**src/rtl/ps2_key_event_ctrl_if.sv**
```systemverilog
// ps2_key_event_ctrl_if
//  Key-event stream between ps2_key_event_ctrl (master) and a key consumer (slave).
//  ev_data   {ext, brk, code[7:0]} of the FIFO head
//  ev_valid  an event is available
//  ev_ready  consumer accepts the head when ev_valid && ev_ready
interface ps2_key_event_ctrl_if;
    logic [9:0] ev_data;
    logic       ev_valid;
    logic       ev_ready;

    modport master (output ev_data, output ev_valid, input ev_ready);
    modport slave  (input ev_data, input ev_valid, output ev_ready);
endinterface

```
**src/rtl/ps2_key_event_ctrl.sv**
```systemverilog
// ps2_key_event_ctrl
//  Turns the PS/2 receiver's code register into a clean key-event stream.
//  A new code_vector value must hold for SETTLE_CYCLES samples before it is
//  committed and classified (make/break, normal/extended); resulting events are
//  queued in a FIFO with a valid/ready handshake. Receiver error episodes and
//  FIFO drops are counted for status.
// Ports
//  CLOCK        system clock, rising edge
//  rst_n        asynchronous active-low reset
//  code_vector  receiver code register {prefix_byte, code_byte}
//  ERR_CODE     receiver status: bit0 parity error, bit1 framing error
//  ev           event stream (master side of ps2_key_event_ctrl_if)
//  fifo_level   entries held, 0..FIFO_DEPTH
//  overflow     sticky: an event was dropped on a full FIFO
//  err_count    saturating count of error episodes
//  stat_clr     synchronous clear of overflow and err_count
//
// state    | meaning
// WAIT     | idle, watching for code_vector to differ from the last committed value
// SETTLE   | candidate value seen, counting consecutive equal samples
// DECODE   | one cycle: classify the committed value, push at most one event
module ps2_key_event_ctrl #(
    parameter int FIFO_DEPTH    = 8,
    parameter int SETTLE_CYCLES = 4,
    parameter int ERRCNT_W      = 8
) (
    input  logic                          CLOCK,
    input  logic                          rst_n,
    input  logic [15:0]                   code_vector,
    input  logic [1:0]                    ERR_CODE,
    ps2_key_event_ctrl_if.master          ev,
    output logic [$clog2(FIFO_DEPTH):0]   fifo_level,
    output logic                          overflow,
    output logic [ERRCNT_W-1:0]           err_count,
    input  logic                          stat_clr
);
    localparam int AW = $clog2(FIFO_DEPTH);
    localparam int CW = $clog2(SETTLE_CYCLES + 1);

    localparam logic [1:0] ST_WAIT   = 2'd0;
    localparam logic [1:0] ST_SETTLE = 2'd1;
    localparam logic [1:0] ST_DECODE = 2'd2;

    logic [1:0]    state;
    logic [15:0]   cv_last;
    logic [15:0]   cand;
    logic [CW-1:0] cnt;
    logic          pend_ext;

    logic          push_req;
    logic [9:0]    push_data;
    logic          pend_ext_nxt;

    logic [9:0]    mem [FIFO_DEPTH];
    logic [AW-1:0] wr_ptr;
    logic [AW-1:0] rd_ptr;
    logic [AW:0]   level;
    logic          full;
    logic          pop;
    logic          push;
    logic          err_prev;

    // Settle / commit sequencer
    always_ff @(posedge CLOCK or negedge rst_n) begin
        if (!rst_n) begin
            state   <= ST_WAIT;
            cv_last <= '0;
            cand    <= '0;
            cnt     <= '0;
        end else begin
            case (state)
                ST_WAIT: begin
                    if (code_vector != cv_last) begin
                        cand  <= code_vector;
                        cnt   <= CW'(1);
                        state <= ST_SETTLE;
                    end
                end
                ST_SETTLE: begin
                    if (cnt == CW'(SETTLE_CYCLES)) begin
                        cv_last <= cand;
                        state   <= ST_DECODE;
                    end else if (code_vector == cv_last) begin
                        // transient glitch that fell back to the committed value
                        state <= ST_WAIT;
                    end else if (code_vector == cand) begin
                        cnt <= cnt + 1'b1;
                    end else begin
                        cand <= code_vector;
                        cnt  <= CW'(1);
                    end
                end
                ST_DECODE: state <= ST_WAIT;
                default:   state <= ST_WAIT;
            endcase
        end
    end

    // Classification of the committed value; first matching rule wins
    always_comb begin
        push_req     = 1'b0;
        push_data    = '0;
        pend_ext_nxt = pend_ext;
        if (state == ST_DECODE) begin
            if (cv_last == 16'h0000) begin
                pend_ext_nxt = 1'b0;
            end else if (cv_last == 16'hE0F0) begin
                pend_ext_nxt = 1'b1;
            end else if (cv_last[7:0] == 8'hE0 || cv_last[7:0] == 8'hF0) begin
                pend_ext_nxt = pend_ext;
            end else if (cv_last[15:8] == 8'h00) begin
                push_req  = 1'b1;
                push_data = {2'b00, cv_last[7:0]};
            end else if (cv_last[15:8] == 8'hE0) begin
                push_req  = 1'b1;
                push_data = {2'b10, cv_last[7:0]};
            end else if (cv_last[15:8] == 8'hF0) begin
                push_req     = 1'b1;
                push_data    = {pend_ext, 1'b1, cv_last[7:0]};
                pend_ext_nxt = 1'b0;
            end else begin
                pend_ext_nxt = 1'b0;
            end
        end
    end

    always_ff @(posedge CLOCK or negedge rst_n) begin
        if (!rst_n) pend_ext <= 1'b0;
        else        pend_ext <= pend_ext_nxt;
    end

    // Event FIFO; a push on a full FIFO still succeeds when the head pops in the same cycle
    assign full = (level == (AW+1)'(FIFO_DEPTH));
    assign pop  = (level != '0) && ev.ev_ready;
    assign push = push_req && (!full || pop);

    always_ff @(posedge CLOCK or negedge rst_n) begin
        if (!rst_n) begin
            for (int i = 0; i < FIFO_DEPTH; i++) mem[i] <= '0;
            wr_ptr <= '0;
            rd_ptr <= '0;
            level  <= '0;
        end else begin
            if (push) begin
                mem[wr_ptr] <= push_data;
                wr_ptr      <= wr_ptr + 1'b1;
            end
            if (pop) rd_ptr <= rd_ptr + 1'b1;
            case ({push, pop})
                2'b10:   level <= level + 1'b1;
                2'b01:   level <= level - 1'b1;
                default: level <= level;
            endcase
        end
    end

    assign ev.ev_data  = mem[rd_ptr];
    assign ev.ev_valid = (level != '0);
    assign fifo_level  = level;

    // Status: stat_clr takes priority over a same-cycle set or increment
    always_ff @(posedge CLOCK or negedge rst_n) begin
        if (!rst_n) begin
            overflow  <= 1'b0;
            err_count <= '0;
            err_prev  <= 1'b0;
        end else begin
            err_prev <= (ERR_CODE != 2'b00);
            if (stat_clr) begin
                overflow  <= 1'b0;
                err_count <= '0;
            end else begin
                if (push_req && full && !pop) overflow <= 1'b1;
                if ((ERR_CODE != 2'b00) && !err_prev && (err_count != '1))
                    err_count <= err_count + 1'b1;
            end
        end
    end
endmodule

```
**src/flat_wrapper.sv**
```systemverilog
// flat-port wrapper written by rule: the top's interface ports become plain ports
module ps2_key_event_ctrl_flat 
#(
    parameter int FIFO_DEPTH    = 8,
    parameter int SETTLE_CYCLES = 4,
    parameter int ERRCNT_W      = 8
)
  (CLOCK, rst_n, code_vector, ERR_CODE, fifo_level, overflow, err_count, stat_clr, ev_ev_data, ev_ev_valid, ev_ev_ready);
  ps2_key_event_ctrl_if ev_i ();
  input  logic CLOCK;
  input  logic rst_n;
  input  logic [15:0] code_vector;
  input  logic [1:0] ERR_CODE;
  output logic [$clog2(FIFO_DEPTH):0] fifo_level;
  output logic overflow;
  output logic [ERRCNT_W-1:0] err_count;
  input  logic stat_clr;
  output wire logic [$bits(ev_i.ev_data)-1:0] ev_ev_data;
  output wire logic [$bits(ev_i.ev_valid)-1:0] ev_ev_valid;
  input wire logic [$bits(ev_i.ev_ready)-1:0] ev_ev_ready;
  assign ev_ev_data = ev_i.ev_data;
  assign ev_ev_valid = ev_i.ev_valid;
  assign ev_i.ev_ready = ev_ev_ready;
  ps2_key_event_ctrl #(.FIFO_DEPTH(FIFO_DEPTH), .SETTLE_CYCLES(SETTLE_CYCLES), .ERRCNT_W(ERRCNT_W)) u_core (.CLOCK(CLOCK), .rst_n(rst_n), .code_vector(code_vector), .ERR_CODE(ERR_CODE), .ev(ev_i), .fifo_level(fifo_level), .overflow(overflow), .err_count(err_count), .stat_clr(stat_clr));
endmodule
```
**config.mk**
```make
export PLATFORM = sky130hd
export DESIGN_NAME = ps2_key_event_ctrl_flat
export DESIGN_NICKNAME = d
export VERILOG_FILES = /design/src/rtl/ps2_key_event_ctrl_if.sv /design/src/rtl/ps2_key_event_ctrl.sv /design/src/flat_wrapper.sv
export SDC_FILE = /design/constraint.sdc
export NUM_CORES = 1
export LEC_CHECK = 0
export CORE_MARGIN = 3
export CORE_UTILIZATION = 48
export CTS_CLUSTER_SIZE = 10
export DETAILED_ROUTE_END_ITERATION = 10
export PLACE_DENSITY = 0.68
export SLEW_MARGIN = 40
export SYNTH_ARGS = -nofsm -noshare
export SYNTH_HDL_FRONTEND = slang
export SYNTH_SLANG_ARGS = --single-unit
```
**constraint.sdc**
```tcl
create_clock -name CLOCK -period 2.95 [get_ports CLOCK]
set_input_delay 0.59 -clock CLOCK [delete_from_list [all_inputs] [get_ports CLOCK]]
set_output_delay 0.59 -clock CLOCK [all_outputs]
set_load 0.05 [all_outputs]
```
==> impl_metrics.tcl <==
set metrics [dict create \
    outcome "complete, no violations" \
    fin_crit_sh 0.962 \
    drive_above_1_share 0.204 \
    crit_type "reg -> reg" \
    power.total_mw 4.25 \
    leakage_nw 3.47 \
    area_growth_pct 19.6 \
    critPathLaunchType "flop" \
    maxSlewViolCount 0 \
    io_pins 46 \
    vias 4559 \
    intPower_mw 3.40 \
    p_per_area_nw_per_um2 548 \
    gp_congestion 0.845 \
    cp.arrival_ns 3.13 \
    synth_top_area_cell "dfrtp_1" \
    post_cts_buffers 0 \
    clkPwrFrac 0.515 \
    ys_seq_area_frac 0.532 \
    cts_hold_buf 0 \
    slowest_stage "or4_4" \
    grt_overflow 0 \
    cts_sinks 138 \
    holdWs_ns 0.139 \
    switching_share 0.200 \
    dr.pass1.iters 5 \
    rsz0062_at_grt "false" \
    drc 0 \
    fmax_mhz 353 \
    grt_usage 0.211 \
    setup_tns_ns 0 \
    cts_tree "yes" \
    fin_crit_ns 2.84 \
    crit_path_frequent_cell "xor2_1" \
    peakVddDrop_mv 0.402 \
    fin_ws_ns 0.114 \
    fin_nets 680 \
    final_cell_area_um2 7760 \
    cts_made_buffers 17 \
    finalSetupViolations 0 \
    io_buffers 45 \
    pre_cts_slack_ns 0.143 \
    die-area_um2 14900 \
    p_sw_mw 0.852 \
    ys_types 49 \
    clockBufferDepth 2 \
    dp.cells 803 \
    holdCritPathClass "in -> async" \
    synth_area_um2 6490 \
    drt-initial-drc-count 283 \
    end_kind "flop" \
    worstMarginPinSlew_ns 0.628 \
    synth_seq_cells 138 \
    die_h_um 122 \
    required_ns 3.25 \
    via_per_inst 5.47 \
    dpl.hpwl_um 9520 \
    postRouteAntennaNets 0 \
    clockRootBuffer "clkbuf_16" \
    crit_fanout 7 \
    core_um2 12900 \
    final_util 0.600 \
    grt_pass1_wl_um 24200 \
    synth_top_area_frac 0.532 \
    placedInstanceArea_um2 7150 \
    die_w_um 122 \
    yosys_warnings 0 \
    synth_edf_count 0 \
    clkLatencyLatePin_ns 0.42 \
    finalHoldViolations 0 \
    final_cell_count_no_fill 834 \
    async_flop_share 1.00 \
    wl_per_cell_um 17.1 \
    grt_max_degree 59 \
    grt_pass1_vias 4726 \
    relSlewSlack 0.581 \
    final_cell_mix "141 x nand2_1, 136 x dfrtp_1, 65 x o21ai_0" \
    syn_nets 628 \
    netlist_instances 598 \
    crit_chain "or4_4 -> a211oi_4 -> o211a_1 -> inv_4 -> ha_1 -> xor2_1 -> ha_1 -> a21oi_1 -> xor2_1 -> nor2_1 -> xor2_1" \
    synth_area_leaders "dfrtp_1 53%, nand2_1 8.2%, mux4_2 6.9%" \
    antenna_found_initial 0 \
    cts_resized 0 \
    p_comb_frac 0.033 \
    rows 41 \
    initial_core_util 0.502 \
    max-cap-violations 0 \
    cp_top_family "simple AND/OR/NAND/NOR gates" \
    routed_wl_um 14300 \
    cts.clk_slew.worst_paths_ns 0.06 \
    antennaDiodeCount 0 \
    slowest_delay_ns 0.59 \
    seq_power_share 0.452 \
    avgSynthCellArea_um2 10.9 \
    htree_levels 4 \
    final_common_cell "nand2_1" \
    regArea_um2 3460 \
    synth_flop_cell "dfrtp_1" \
    clock_skew_ns 0.00579 \
    fill_cells 1108 \
    crit_buf_inv 1 \
    multi_input_area_um2 2860 \
]
-- routing by layer --
layer	GRT usage	share of wire	up-vias
met1	0.276	0.44	2270
met4	0.0770	0.017	0
met2	0.346	0.50	95
li1	-	-	2172
met3	0.0502	0.045	22
met5	0	0	-
-- worst paths after layout --
path | start | endpoint | slack (ns) | depth (start not counted)
min reg2reg | u_core.mem[49]$_DFFE_PN0P_ | u_core.mem[49]$_DFFE_PN0P_ | 0.47 | 2
max in group asynchronous | rst_n | u_core.rd_ptr[0]$_DFFE_PN0P_ | 2.05 | 2
max | u_core.cv_last[15]$_DFFE_PN0P_ | u_core.fifo_level[2]$_DFFE_PN0P_ | 0.11 | 11
min in group CLOCK | u_core.mem[49]$_DFFE_PN0P_ | u_core.mem[49]$_DFFE_PN0P_ | 0.47 | 2
max reg2reg | u_core.cv_last[15]$_DFFE_PN0P_ | u_core.fifo_level[2]$_DFFE_PN0P_ | 0.11 | 11
min | rst_n | u_core.mem[37]$_DFFE_PN0P_ | 0.14 | 1
-- kinds of logic after synthesis --
logic type               after synthesis  share of synthesized area
adder cells (fa/ha/maj)                8                     0.0154
multiplexers                          50                      0.121
flip-flops                           138                      0.532
AND/OR/NAND/NOR                      210                      0.146
buffers and inverters                 40                     0.0274
XOR/XNOR                              46                     0.0621
AO/OA/AOI/OAI                        106                     0.0960
-- state kept, by name, indices dropped and copies added (netlist names) --
signal	cells
u_core.cand	16
u_core.err_prev	1
u_core.cnt	3
u_core.cv_last	16
u_core.wr_ptr	3
u_core.err_count	8
u_core.pend_ext	1
u_core.fifo_level	4
u_core.overflow	1
u_core.rd_ptr	3
u_core.mem	80
u_core.state	2
-- layout make-up --
class,instances,area share
sequential,138,0.445
multi-input combinational,420,0.368
timing repair buffer,61,0.0737
clock buffer,23,0.0642
tap,172,0.0277
clock inverter,8,0.0148
inverter,12,0.00613
-- Yosys cell counts (7+ instances only) --
cell and count:
nand2_1 141, dfrtp_1 138, o21ai_0 65, mux2_2 29, xor2_1 24, xnor2_1 22
clkbuf_1 20, mux4_2 20, nor2_1 15, inv_1 10, nand2_2 10, o21ai_1 10
o21ai_2 10, ha_1 8, nand4_1 7
-- power groups by stage --
stage          logic [mW]  clock network, mW  registers (mW)
6_report            0.140               2.19            1.92
3_5_place_dp        0.144                  0            1.95
5_1_grt             0.157               2.33            1.92
3_3_place_gp        0.141                  0            1.95
2_1_floorplan      0.0451                  0            1.96
4_1_cts             0.145               2.23            1.92
No activity file was read; power rests on OpenSTA's default activity.
==> patch 1, RTL diff (same flow settings) <==
`ERRCNT_W` is set to 8 in 2 places; all go to 6.
--- a/src/rtl/ps2_key_event_ctrl.sv
+++ b/src/rtl/ps2_key_event_ctrl.sv
@@ -23,5 +23,5 @@
     parameter int FIFO_DEPTH    = 8,
     parameter int SETTLE_CYCLES = 4,
-    parameter int ERRCNT_W      = 8
+    parameter int ERRCNT_W      = 6
 ) (
     input  logic                          CLOCK,
--- a/src/flat_wrapper.sv
+++ b/src/flat_wrapper.sv
@@ -4,5 +4,5 @@
     parameter int FIFO_DEPTH    = 8,
     parameter int SETTLE_CYCLES = 4,
-    parameter int ERRCNT_W      = 8
+    parameter int ERRCNT_W      = 6
 )
   (CLOCK, rst_n, code_vector, ERR_CODE, fifo_level, overflow, err_count, stat_clr, ev_ev_data, ev_ev_valid, ev_ev_ready);
Ports: changed (resized err_count); port bits go from 46 to 44. No check against the original RTL was run, so the function may have changed too.
==> patch 1 against the unedited design <==
Setup slack improved by 0.096 ns; routed wire length decreased by 4.0%; cell area increased by 1.5%; synthesized area decreased by 0.44%; utilization increased by 1.1 points; first-iteration DRC count decreased by 24%; fmax increased by 3.5%; count of clock-buffer cells in the layout increased by 1; sequential cell count decreased by 2; die area decreased by 0.42%; critical path type is now flop to output pin.
Power is not compared: it rests on default switching activity, and its combinational part moved more than twofold at a synthesized area within 25%.
==> patch 1: results (changes against the unedited design) <==
run_status:
  status: "complete, no violations"
cells_and_area:
  drive_gt1_frac: 0.3176  # +0.1136
  nNetsFinal: 609  # -10%
  fill_cells: 1027  # -7.3%
sta:
  skew_ns: 0.005320  # -0.0004736 ns
  slew-limit-headroom: 0.5366  # -0.04464
global_routing:
  use_met3: 0.04503  # -0.005198
  grt_pass1_vias: 4516  # -4.4%
  grtUsageTotal: 0.2027  # -0.008576
  grt_pass1_wl_um: 22800  # -5.9%
  grt_max_degree: 75  # +27%
  grtUsageMet2: 0.3456  # about the same
drt:
  wire_per_inst_um: 17.93  # +4.8%
  routed-via-count: 4148  # -9.0%
  dr.pass1.iters: 4  # -1
  drt_iter0_drc: 216  # -24%
power:
  peakVddDrop_mv: 0.3922
critical_path:
  path_max_fanout: 9  # +2
  cp_data_arrival_time_ns: 2.15  # -0.98 ns
  regToRegSetupSlack_ns: 0.40  # +0.29 ns
logic_synthesis:
  yosys-top-cells-area: "dfrtp_1 53%, mux2_2 16%, mux4_2 7.0%"
  synth_nets: 542  # -14%
  synth_top_cell_area_share: 0.5268  # -0.005377
  yosys-top-cells-count: "136 x dfrtp_1, 92 x mux2_2, 78 x nand2_1"
  yosysUniqueCellTypes: 41  # -16%
  yosysSeqAreaShare: 0.5268  # -0.005377
placed_design:
  dp.final_hpwl_um: 9272  # -2.6%
  place_ws_ns: 0.03677  # -0.1064 ns
  routabilityCongestion: 0.8392  # -0.66%
==> patch 1: logic make-up (layout without fill, tap and decap cells) <==
kind of cell / count (synthesis) / after routing / share of synthesized area
muxes: 117 / 117 / 0.2378
and+or+nand+nor: 137 / 137 / 0.1059
adders and majority gates: 8 / 8 / 0.01550
AOI/OAI and AO/OA: 31 / 31 / 0.02615
xor gates and xnor gates: 45 / 45 / 0.06101
DFF: 136 / 136 / 0.5268
buffers and inverters: 38 / 118 / 0.02673
==> patch 1: layout make-up <==
class                   instances  area (sq um)  share of cell area
inverters                      12         45.04            0.005718
clock inverters                 8         142.6             0.01811
well taps                     172         215.2             0.02732
flip-flops and latches        136          3403              0.4320
clock buffers                  24         481.7             0.06115
multi-input cells             338          2888              0.3666
repair buffers                 74         701.9             0.08910
==> patch 1: per-layer routing <==
metal | up-vias | wire length (um)
met5 | - | 0
met4 | 0 | 220
met3 | 18 | 307
met2 | 46 | 7074
met1 | 2139 | 6097
li1 | 1945 | -
==> patch 1: path summary, 6_finish.rpt <==
check	to	from	cells after the start
max reg2reg	u_core.fifo_level[2]$_DFFE_PN0P_	u_core.cv_last[9]$_DFFE_PN0P_	11
max in group asynchronous	u_core.mem[3]$_DFFE_PN0P_	rst_n	2
min in group CLOCK	u_core.mem[18]$_DFFE_PN0P_	u_core.mem[18]$_DFFE_PN0P_	2
max	ev_ev_valid	u_core.fifo_level[1]$_DFFE_PN0P_	2
min	u_core.mem[19]$_DFFE_PN0P_	rst_n	1
min reg2reg	u_core.mem[18]$_DFFE_PN0P_	u_core.mem[18]$_DFFE_PN0P_	2
==> patch 1: worst max-delay path: stages, from the launching register on <==
cell             delay, ns
dfrtp_1               0.47
or4_4                 0.55
clkdlybuf4s50_1       0.71
==> patch 1: stage by stage <==
step                utilization  total power (W)  cell area, sq um  std cells  hold slack [ns]
floorplan                     -         0.002727              6464        512           0.2944
global placement         0.5633         0.003056              7253        732           0.4554
detailed placement       0.5633         0.003077              7253        732           0.4663
CTS                      0.6118         0.005323              7878        764           0.2081
global route             0.6118         0.005446              7878        764           0.2269
finish                   0.6118         0.005263              7878        764           0.1737
==> patch 1: where the power goes <==
group	switching [W]	internal, W	leakage [nW]
Clock	0.000765	0.00148	0.304
Combinational	0.000539	0.000435	1.61
Sequential	0.000116	0.00193	1.81
==> patch 2, RTL diff (same flow settings) <==
Without the edit above. Make the reset (`rst_n`) synchronous in 4 clocked blocks. Comments in the files are not updated.
--- a/src/rtl/ps2_key_event_ctrl.sv
+++ b/src/rtl/ps2_key_event_ctrl.sv
@@ -62,5 +62,5 @@
 
     // Settle / commit sequencer
-    always_ff @(posedge CLOCK or negedge rst_n) begin
+    always_ff @(posedge CLOCK) begin
         if (!rst_n) begin
             state   <= ST_WAIT;
@@ -125,5 +125,5 @@
     end
 
-    always_ff @(posedge CLOCK or negedge rst_n) begin
+    always_ff @(posedge CLOCK) begin
         if (!rst_n) pend_ext <= 1'b0;
         else        pend_ext <= pend_ext_nxt;
@@ -135,5 +135,5 @@
     assign push = push_req && (!full || pop);
 
-    always_ff @(posedge CLOCK or negedge rst_n) begin
+    always_ff @(posedge CLOCK) begin
         if (!rst_n) begin
             for (int i = 0; i < FIFO_DEPTH; i++) mem[i] <= '0;
@@ -160,5 +160,5 @@
 
     // Status: stat_clr takes priority over a same-cycle set or increment
-    always_ff @(posedge CLOCK or negedge rst_n) begin
+    always_ff @(posedge CLOCK) begin
         if (!rst_n) begin
             overflow  <= 1'b0;
Function: differs if rst_n is asserted again (counterexample within 4 cycles, from zero or initial values and one cycle with rst_n low); with rst_n held inactive, the same outputs for 10 cycles.
==> patch 2 against the unedited design <==
Total power is 2.5% higher; setup slack got worse by 0.083 ns; routed wire length rose by 1.2%; non-clock buffer count up 37; cell area rose by 2.8%; synthesized area decreased by 0.27%; fmax shrank 2.8%; sequential cell count up 3; critical endpoint is now u_core.mem[6][6]$_SDFFCE_PN0P_.
==> patch 2: results (changes against the unedited design) <==
logic_synthesis:
  synth_nets: 604  # -3.8%
  avgSynthCellArea_sq_um: 11.29  # +4.1%
  synth_async_sr_flop_share: 0  # -1.000
  synth_edf_count: 80  # +80
  yosys-top-cells-count: "93 x nand2_1, 90 x nor2_1, 80 x edfxtp_1"
  yosysUniqueCellTypes: 42  # -14%
  synthFlopType: "edfxtp_1"
  yosys-top-cells-area: "edfxtp_1 37%, dfxtp_1 19%, mux4_2 7.0%"
  yosysSeqAreaShare: 0.5599  # +0.02774
clock_tree:
  worstSkewPairLatency_ns: 0.42  # about the same
  cts_buffer_depth: 2  # unchanged
  root_buffer: "clkbuf_16"
  cts_buffers: 17  # unchanged
critical_path:
  cp_data_arrival_time_ns: 3.04  # -0.09 ns
  r2r_end: "u_core.mem[6][6]$_SDFFCE_PN0P_"
  ff2ff_path_depth: 8  # -3
  path_max_fanout: 6  # -1
  regToRegSetupSlack_ns: 0.03  # -0.08 ns
  r2r_start: "u_core.cv_last[15]$_SDFFE_PN0P_"
power:
  p_leak_nw: 2.887  # -17%
  p_switching_w: 0.0008862  # +4.1%
  p_clk_w: 0.00197  # -10%
  peakVddDrop_mv: 0.4101  # +1.9%
  powerDensity_nw_per_um2: 546.1  # -0.30%
  combPwrFrac: 0.051  # +0.018
run_status:
  status: "complete, no violations"
placed_design:
  routabilityCongestion: 0.8110  # -4.0%
  place_inst: 815  # +1.5%
  dp.final_hpwl_um: 10470  # +10%
  place_ws_ns: -0.06997  # -0.2131 ns
global_routing:
  grtUsageTotal: 0.2067  # -0.004601
  grt_pass1_wl_um: 23220  # -4.2%
  antenna_found_initial: 0  # unchanged
  grt_max_degree: 58  # -1.7%
  grt_pass1_vias: 4530  # -4.1%
cells_and_area:
  antennaDiodeCount: 0  # unchanged
  drive_gt1_frac: 0.2003  # -0.003631
  nNetsFinal: 693  # +1.9%
sta:
  slew-limit-headroom: 0.4585  # -0.1227
  skew_ns: 0.01055  # +0.004757 ns
drt:
  avgViaCountPerCell: 5.378  # -1.6%
  routed-via-count: 4550  # -0.20%
  routed_wl_um: 14450  # +1.2%
  drt_iter0_drc: 343  # +21%
worst_hold_path:
  hold_path_class: "flop to flop"
-- patch 2: cell types whose count changed in the layout (fill, tap and decap cells not counted), sizes merged, moves of 13 or more --
cell    unedited run  this run
xor2              24         9
a21boi             0        19
dfxtp              0        61
edfxtp             0        80
xnor2             22        35
o21ai             85        10
buf               27        64
mux2i              1        19
mux2              29        10
nand2            151        93
dfrtp            138         0
nor2              15        90
-- patch 2: layout make-up --
cell class                 instances  area [sq um]
inverter                          11         41.29
tap                              172         215.2
multi-input combinational        393          2723
timing repair buffer              98         833.3
fill                            1084          4898
sequential                       141          3626
clock inverter                    10         98.84
clock buffer                      21         440.4
-- patch 2: what timing repair did --
| action | CTS | global route |
|---|---|---|
| setup endpoints to repair | 18 | 32 |
| endpoints found under the hold margin | 0 | 0 |
| pin swaps | 1 | 9 |
| resized for setup | 0 | 11 |
-- patch 2: worst max path at each step --
stage	from	to	slack, ns	cells after the start
floorplan	u_core.cv_last[14]$_SDFFE_PN0P_	u_core.fifo_level[3]$_SDFFE_PN0P_	-0.006	11
finish	u_core.cv_last[15]$_SDFFE_PN0P_	u_core.mem[6][6]$_SDFFCE_PN0P_	0.03	8
global placement	ev_ev_ready	u_core.fifo_level[3]$_SDFFE_PN0P_	0.02	11
global route	u_core.cv_last[15]$_SDFFE_PN0P_	u_core.fifo_level[3]$_SDFFE_PN0P_	-0.06	10
detailed placement	ev_ev_ready	u_core.fifo_level[3]$_SDFFE_PN0P_	-0.07	11
CTS	u_core.cv_last[14]$_SDFFE_PN0P_	u_core.fifo_level[3]$_SDFFE_PN0P_	0.02	10
-- patch 2: worst max-delay path, cell delays in order (launching register included) --
cell,delay [ns]
dfxtp_2,0.32
or4_4,0.53
a2111o_1,0.41
a211o_1,0.34
buf_4,0.17
or2_4,0.24
or3_4,0.35
nand2_2,0.11
buf_4,0.16
-- patch 2: logic make-up (layout without fill, tap and decap cells) --
kind of cell    after synthesis  in the layout  synth area share
flops                       141            141            0.5599
compound gates               43             43           0.04525
xor+xnor                     44             44           0.05955
mux                          49             49            0.1164
simple gates                248            248            0.1721
fa+ha+maj                     9              9           0.01856
buf+inv                      39            140           0.02823
-- patch 2: layer usage --
| layer | vias up | share of wire | track usage |
|---|---|---|---|
| li1 | 2196 | - | - |
| met2 | 139 | 0.52 | 0.3612 |
| met3 | 24 | 0.053 | 0.05617 |
| met1 | 2191 | 0.40 | 0.2497 |
| met5 | - | 0 | 0 |
| met4 | 0 | 0.017 | 0.06368 |
-- patch 2: through the flow --
stage                TNS [ns]  hold WS, ns  area (sq um)
floorplan           -0.006339       0.4594          6501
global placement            0       0.4724          7396
detailed placement    -0.1143       0.4791          7401
CTS                         0       0.4881          7940
global route          -0.5286       0.4982          7978
finish                      0       0.4850          7978
